**config.mk**
```make
export PLATFORM = sky130hd
export DESIGN_NAME = relu_act_unit
export DESIGN_NICKNAME = d
export VERILOG_FILES = /design/src/rtl/relu_act_unit.sv
export SDC_FILE = /design/constraint.sdc
export NUM_CORES = 1
export LEC_CHECK = 0
export ABC_AREA = 1
export BUFFER_PORTS_ARGS = -buffer_cell sky130_fd_sc_hd__buf_2
export CORE_AREA = 2 2 148 258
export CTS_CLUSTER_DIAMETER = 100
export DETAILED_ROUTE_END_ITERATION = 12
export DIE_AREA = 0 0 150 260
export GPL_TIMING_DRIVEN = 1
export PLACE_DENSITY = 0.73
export SETUP_SLACK_MARGIN = 0.4
export SLEW_MARGIN = 20
export SYNTH_ARGS = -nofsm -noshare
export SYNTH_HDL_FRONTEND = slang
export SYNTH_SLANG_ARGS = --single-unit
```
**constraint.sdc**
```tcl
create_clock -name clk -period 10.5 [get_ports clk]
set_input_delay 2.1 -clock clk [delete_from_list [all_inputs] [get_ports clk]]
set_output_delay 2.1 -clock clk [all_outputs]
set_load 0.005 [all_outputs]
```
**src/rtl/relu_act_unit.sv**
```systemverilog
// Two-stage activation pipeline: per-channel activation + rounding shift, then clip and
// saturation to the output width, with a sticky-saturating count of saturated beats.
module relu_act_unit #(
    parameter int unsigned CH         = 6,
    parameter int unsigned WDI        = 9,
    parameter int unsigned WDO        = 8,
    parameter int unsigned LEAK_SHIFT = 3,
    parameter int unsigned SHW        = 4,
    parameter int unsigned CNTW       = 16
) (
    input  logic                clk,
    input  logic                rst,
    input  logic                in_valid,
    output logic                in_ready,
    input  logic [CH*WDI-1:0]   in_data,
    input  logic                in_last,
    input  logic [1:0]          cfg_mode,
    input  logic [SHW-1:0]      cfg_shift,
    input  logic [WDO-1:0]      cfg_clip,
    output logic                out_valid,
    input  logic                out_ready,
    output logic [CH*WDO-1:0]   out_data,
    output logic                out_last,
    output logic [CNTW-1:0]     sat_cnt,
    input  logic                cnt_clr
);

    typedef enum logic [1:0] {ModeBypass, ModeRelu, ModeLeaky, ModeClip} mode_e;

    // Stage-1 result width; the rounding sum uses a wider scratch so any shift is exact.
    localparam int unsigned Wr = WDI + 1;
    localparam int unsigned Wa = WDI + (1 << SHW) + 1;
    localparam logic signed [Wa-1:0] One   = Wa'(1);
    localparam logic signed [Wr-1:0] SatHi = Wr'((1 << (WDO - 1)) - 1);
    localparam logic signed [Wr-1:0] SatLo = ~SatHi;

    logic                 s1_valid_q;
    logic [CH*Wr-1:0]     s1_r_d, s1_r_q;
    mode_e                s1_mode_q;
    logic [WDO-1:0]       s1_clip_q;
    logic                 s1_last_q;

    logic                 s2_valid_q;
    logic [CH*WDO-1:0]    s2_data_d, s2_data_q;
    logic                 s2_last_q;
    logic                 s2_sat_d, s2_sat_q;

    logic                 s1_adv, in_fire, out_fire;

    logic signed [Wa-1:0] act [CH];
    logic signed [Wa-1:0] rnd [CH];
    logic signed [Wr-1:0] rv  [CH];
    logic signed [Wr-1:0] clip_v;

    assign s1_adv   = s1_valid_q && (!s2_valid_q || out_ready);
    assign in_ready = !s1_valid_q || s1_adv;
    assign in_fire  = in_valid && in_ready;
    assign out_fire = s2_valid_q && out_ready;

    always_comb begin
        s1_r_d = '0;
        for (int c = 0; c < CH; c++) begin
            act[c] = Wa'($signed(in_data[c*WDI +: WDI]));
            case (mode_e'(cfg_mode))
                ModeBypass: ;
                ModeLeaky:  if (act[c] < 0) act[c] = act[c] >>> LEAK_SHIFT;
                default:    if (act[c] < 0) act[c] = '0;
            endcase
            if (cfg_shift == '0) begin
                rnd[c] = act[c];
            end else begin
                rnd[c] = (act[c] + (One <<< (cfg_shift - 1'b1))) >>> cfg_shift;
            end
            s1_r_d[c*Wr +: Wr] = rnd[c][Wr-1:0];
        end
    end

    // Clip to the configured ceiling is not a saturation event; only range limiting is.
    always_comb begin
        s2_data_d = '0;
        s2_sat_d  = 1'b0;
        clip_v    = Wr'($signed(s1_clip_q));
        for (int c = 0; c < CH; c++) begin
            rv[c] = $signed(s1_r_q[c*Wr +: Wr]);
            if (s1_mode_q == ModeClip && rv[c] > clip_v) rv[c] = clip_v;
            if (rv[c] > SatHi) begin
                rv[c]    = SatHi;
                s2_sat_d = 1'b1;
            end else if (rv[c] < SatLo) begin
                rv[c]    = SatLo;
                s2_sat_d = 1'b1;
            end
            s2_data_d[c*WDO +: WDO] = rv[c][WDO-1:0];
        end
    end

    always_ff @(posedge clk) begin
        if (rst) begin
            s1_valid_q <= 1'b0;
            s1_r_q     <= '0;
            s1_mode_q  <= ModeBypass;
            s1_clip_q  <= '0;
            s1_last_q  <= 1'b0;
            s2_valid_q <= 1'b0;
            s2_data_q  <= '0;
            s2_last_q  <= 1'b0;
            s2_sat_q   <= 1'b0;
        end else begin
            if (in_fire) begin
                s1_valid_q <= 1'b1;
                s1_r_q     <= s1_r_d;
                s1_mode_q  <= mode_e'(cfg_mode);
                s1_clip_q  <= cfg_clip;
                s1_last_q  <= in_last;
            end else if (s1_adv) begin
                s1_valid_q <= 1'b0;
            end
            if (s1_adv) begin
                s2_valid_q <= 1'b1;
                s2_data_q  <= s2_data_d;
                s2_last_q  <= s1_last_q;
                s2_sat_q   <= s2_sat_d;
            end else if (out_fire) begin
                s2_valid_q <= 1'b0;
            end
        end
    end

    always_ff @(posedge clk) begin
        if (rst || cnt_clr) begin
            sat_cnt <= '0;
        end else if (out_fire && s2_sat_q && sat_cnt != '1) begin
            sat_cnt <= sat_cnt + 1'b1;
        end
    end

    assign out_valid = s2_valid_q;
    assign out_data  = s2_data_q;
    assign out_last  = s2_last_q;

endmodule

```
==> impl_metrics.json <==
{
  "grt_max_degree": 70,
  "setup_viol": 0,
  "cts_setup_buffers": 0,
  "min_period_ps": 7480,
  "htreeDepth": 4,
  "clockBufferDepth": 2,
  "grt_use_total": 0.394,
  "pwr_density_cell_mw_per_mm2": 98.0,
  "end_kind": "register",
  "reg2reg_depth": 14,
  "whs_ps": 483,
  "worst_slack_ps": 3020,
  "root_buffer": "clkbuf_16",
  "syn_area_mm2": 0.0200,
  "antenna_found_initial": 0,
  "fillCellCount": 3834,
  "ctsResizeCount": 0,
  "cts_sinks": 139,
  "max_freq_mhz": 134,
  "hold_buffers": 0,
  "crit_arrival_ps": 7880,
  "nets": 3926,
  "worst_pin_slew_ps": 1260,
  "ys_warn_count": 0,
  "syn_to_final_growth_pct": 7.98,
  "die_h_um": 260,
  "routed_wl_um": 78200,
  "criticalPathCategory": "input pin to register",
  "finalClockSkew_ps": 15.4,
  "status": "completed",
  "synth_cells": 3629,
  "die_area_mm2": 0.0390,
  "drv_slew": 0,
  "path_clk_slew_ps": 70,
  "clock_latency_ps": 470,
  "num_antenna_cells": 0,
  "grt_pass1_vias": 23000,
  "antenna_left": 0,
  "stdcell_area_mm2": 0.0216,
  "synth_fp_nets": 3872,
  "path_max_fanout": 38,
  "hp-class": "register to register",
  "wl_per_cell_um": 18.7,
  "cts_tree": "built",
  "cap_violations": 0,
  "place.port_buffers": 140,
  "yosysUniqueCellTypes": 52,
  "drc": 0,
  "p_leak_nw": 11.6,
  "drive_gt1_frac": 0.0793,
  "globalplace.congestion": 1.08,
  "coreArea_mm2": 0.0368,
  "ys_ff_latch": 139,
  "drt-initial-drc-count": 2222,
  "rows": 93,
  "rsz0062_at_grt": "false",
  "path_cells": "buf_2, buf_4, inv_2, nor2_4, inv_1, nor2_1, ha_1, nand2_1, inv_1, a21oi_1, nand2_1, nand2_1, nand2_1, nand2_1, nand3_1, nand3_1, nand2_1, nor2_1, nor2_1, nand3_1, nand2_1, a21oi_1",
  "dr_total_vias": 24900,
  "hold-path-cell-count": 2,
  "hold_violations": 0,
  "crit_path_start_kind": "input pin",
  "cts_buffers": 17,
  "via_per_inst": 5.96,
  "dp_hpwl_um": 59600,
  "crit_required_ps": 10900,
  "start_util": 0.543,
  "gr-total-overflow": 0,
  "post_dp_cell_area_mm2": 0.0209,
  "ios": 141,
  "finalCritPeriodShare": 0.712,
  "crit_slowest_cell": "nor2_1",
  "yosysSeqAreaShare": 0.139,
  "syn_avg_cell_area_um2": 5.50,
  "dr.pass1.iters": 9,
  "grt_pass1_wl_um": 120000,
  "fp.dieW_um": 150,
  "setup_tns_ps": 0,
  "max_stage_delay_ps": 940,
  "cpMostUsedCell": "nand2_1",
  "pre_cts_slack_ps": 2960,
  "maxSlewHeadroom": 0.156,
  "ir_drop_v": 0.000129
}
worst max-delay path: cells and delay by family:
kind	cells	cell delay, ps
adders and majority gates	1	440
AOI/OAI and AO/OA	2	280
and+or+nand+nor	14	3430
buffers and inverters	5	1610
report_power, final:
| part | internal, mW | switching, mW |
|---|---|---|
| registers | 0.565 | 0.0396 |
| clock network | 0.404 | 0.281 |
| logic | 0.264 | 0.558 |
cells in the final DEF, fill, tap and decap left out, types with 6 or more instances in the layout:
master	n
nand2_2	12
nand3_2	13
a31oi_1	28
o211ai_1	27
a21oi_1	239
nor3_2	7
dfxtp_1	139
fa_1	6
nand3b_1	27
o21ai_0	198
a21oi_2	7
inv_2	11
nand2_1	1142
o21a_1	19
nor4_1	6
nand4_1	42
buf_2	138
o221ai_1	15
nor2_2	11
nor2_1	236
buf_4	33
nand3_1	611
clkbuf_16	17
ha_1	163
nor3_1	28
inv_1	431
nor2_4	9
o21bai_1	7
xor2_1	14
Yosys cell counts (all sizes together):
library cell / n / area (um2)
a21boi: 2 / 15.0
a21o: 1 / 7.51
a21oi: 248 / 1290
a221oi: 1 / 8.76
a22oi: 4 / 30.0
a31oi: 28 / 175
and2: 5 / 31.3
and3: 1 / 6.26
buf: 83 / 404
clkbuf: 53 / 199
clkinv: 1 / 3.75
dfxtp: 139 / 2780
fa: 6 / 120
ha: 163 / 2040
inv: 446 / 1680
mux2i: 1 / 10.0
nand2: 1155 / 4370
nand3: 627 / 3240
nand3b: 27 / 203
nand4: 42 / 263
nor2: 256 / 1030
nor3: 35 / 210
nor4: 6 / 37.5
o2111ai: 2 / 30.0
o211ai: 30 / 240
o21a: 19 / 143
o21ai: 203 / 1020
o21bai: 7 / 52.6
o221ai: 15 / 131
or2: 6 / 40.0
or3: 1 / 6.26
xnor2: 2 / 17.5
xor2: 14 / 123
cell type report:
type | instances | area (um2) | area share
timing repair buffer | 171 | 938 | 0.0435
sequential | 139 | 2780 | 0.129
clock buffer | 18 | 429 | 0.0199
multi-input combinational | 2907 | 14900 | 0.692
tap | 475 | 594 | 0.0276
inverter | 447 | 1690 | 0.0782
clock inverter | 14 | 208 | 0.00963
registers in the layout (all words and copies together), names as in the netlist:
register    cells
s1_last_q       1
out_last        1
sat_cnt        16
s1_clip_q       8
s2_sat_q        1
out_valid       1
out_data       48
s1_mode_q       2
s1_r_q         60
s1_valid_q      1
cells by family (layout without fill, tap and decap cells):
logic type | Yosys count | count (layout) | synth area share
mux | 1 | 1 | 0.000501
buf+inv | 583 | 650 | 0.115
compound gates | 560 | 560 | 0.157
fa+ha+maj | 169 | 169 | 0.108
simple gates | 2161 | 2161 | 0.473
xor+xnor | 16 | 16 | 0.00702
flops | 139 | 139 | 0.139
per-stage QoR:
| step | utilization | instances | power, mW |
|---|---|---|---|
| 6_report | 0.586 | 4171 | 2.11 |
| 5_1_grt | 0.586 | 4171 | 2.23 |
| 4_1_cts | 0.586 | 4171 | 2.08 |
| 3_5_place_dp | 0.569 | 4139 | 1.41 |
| 3_3_place_gp | 0.569 | 4139 | 1.40 |
| 2_1_floorplan | - | 3629 | 1.17 |
final timing paths:
| kind | slack [ps] | endpoint | from |
|---|---|---|---|
| setup reg to reg | 6850 | s2_sat_q | s1_clip_q[7] |
| setup / recovery | 3020 | s1_r_q[6] | cfg_shift[2] |
| hold reg to reg | 480 | s1_mode_q[1] | s1_mode_q[1] |
| hold / removal | 480 | s1_mode_q[1] | s1_mode_q[1] |
routing by layer:
metal	part of all wire	global-route usage	up-vias
met5	0	0	-
met4	0.096	0.329	0
met3	0.088	0.0825	405
met2	0.46	0.659	1278
met1	0.36	0.418	11000
li1	-	-	12100
Note: power is estimated with default switching activity, not from simulation.
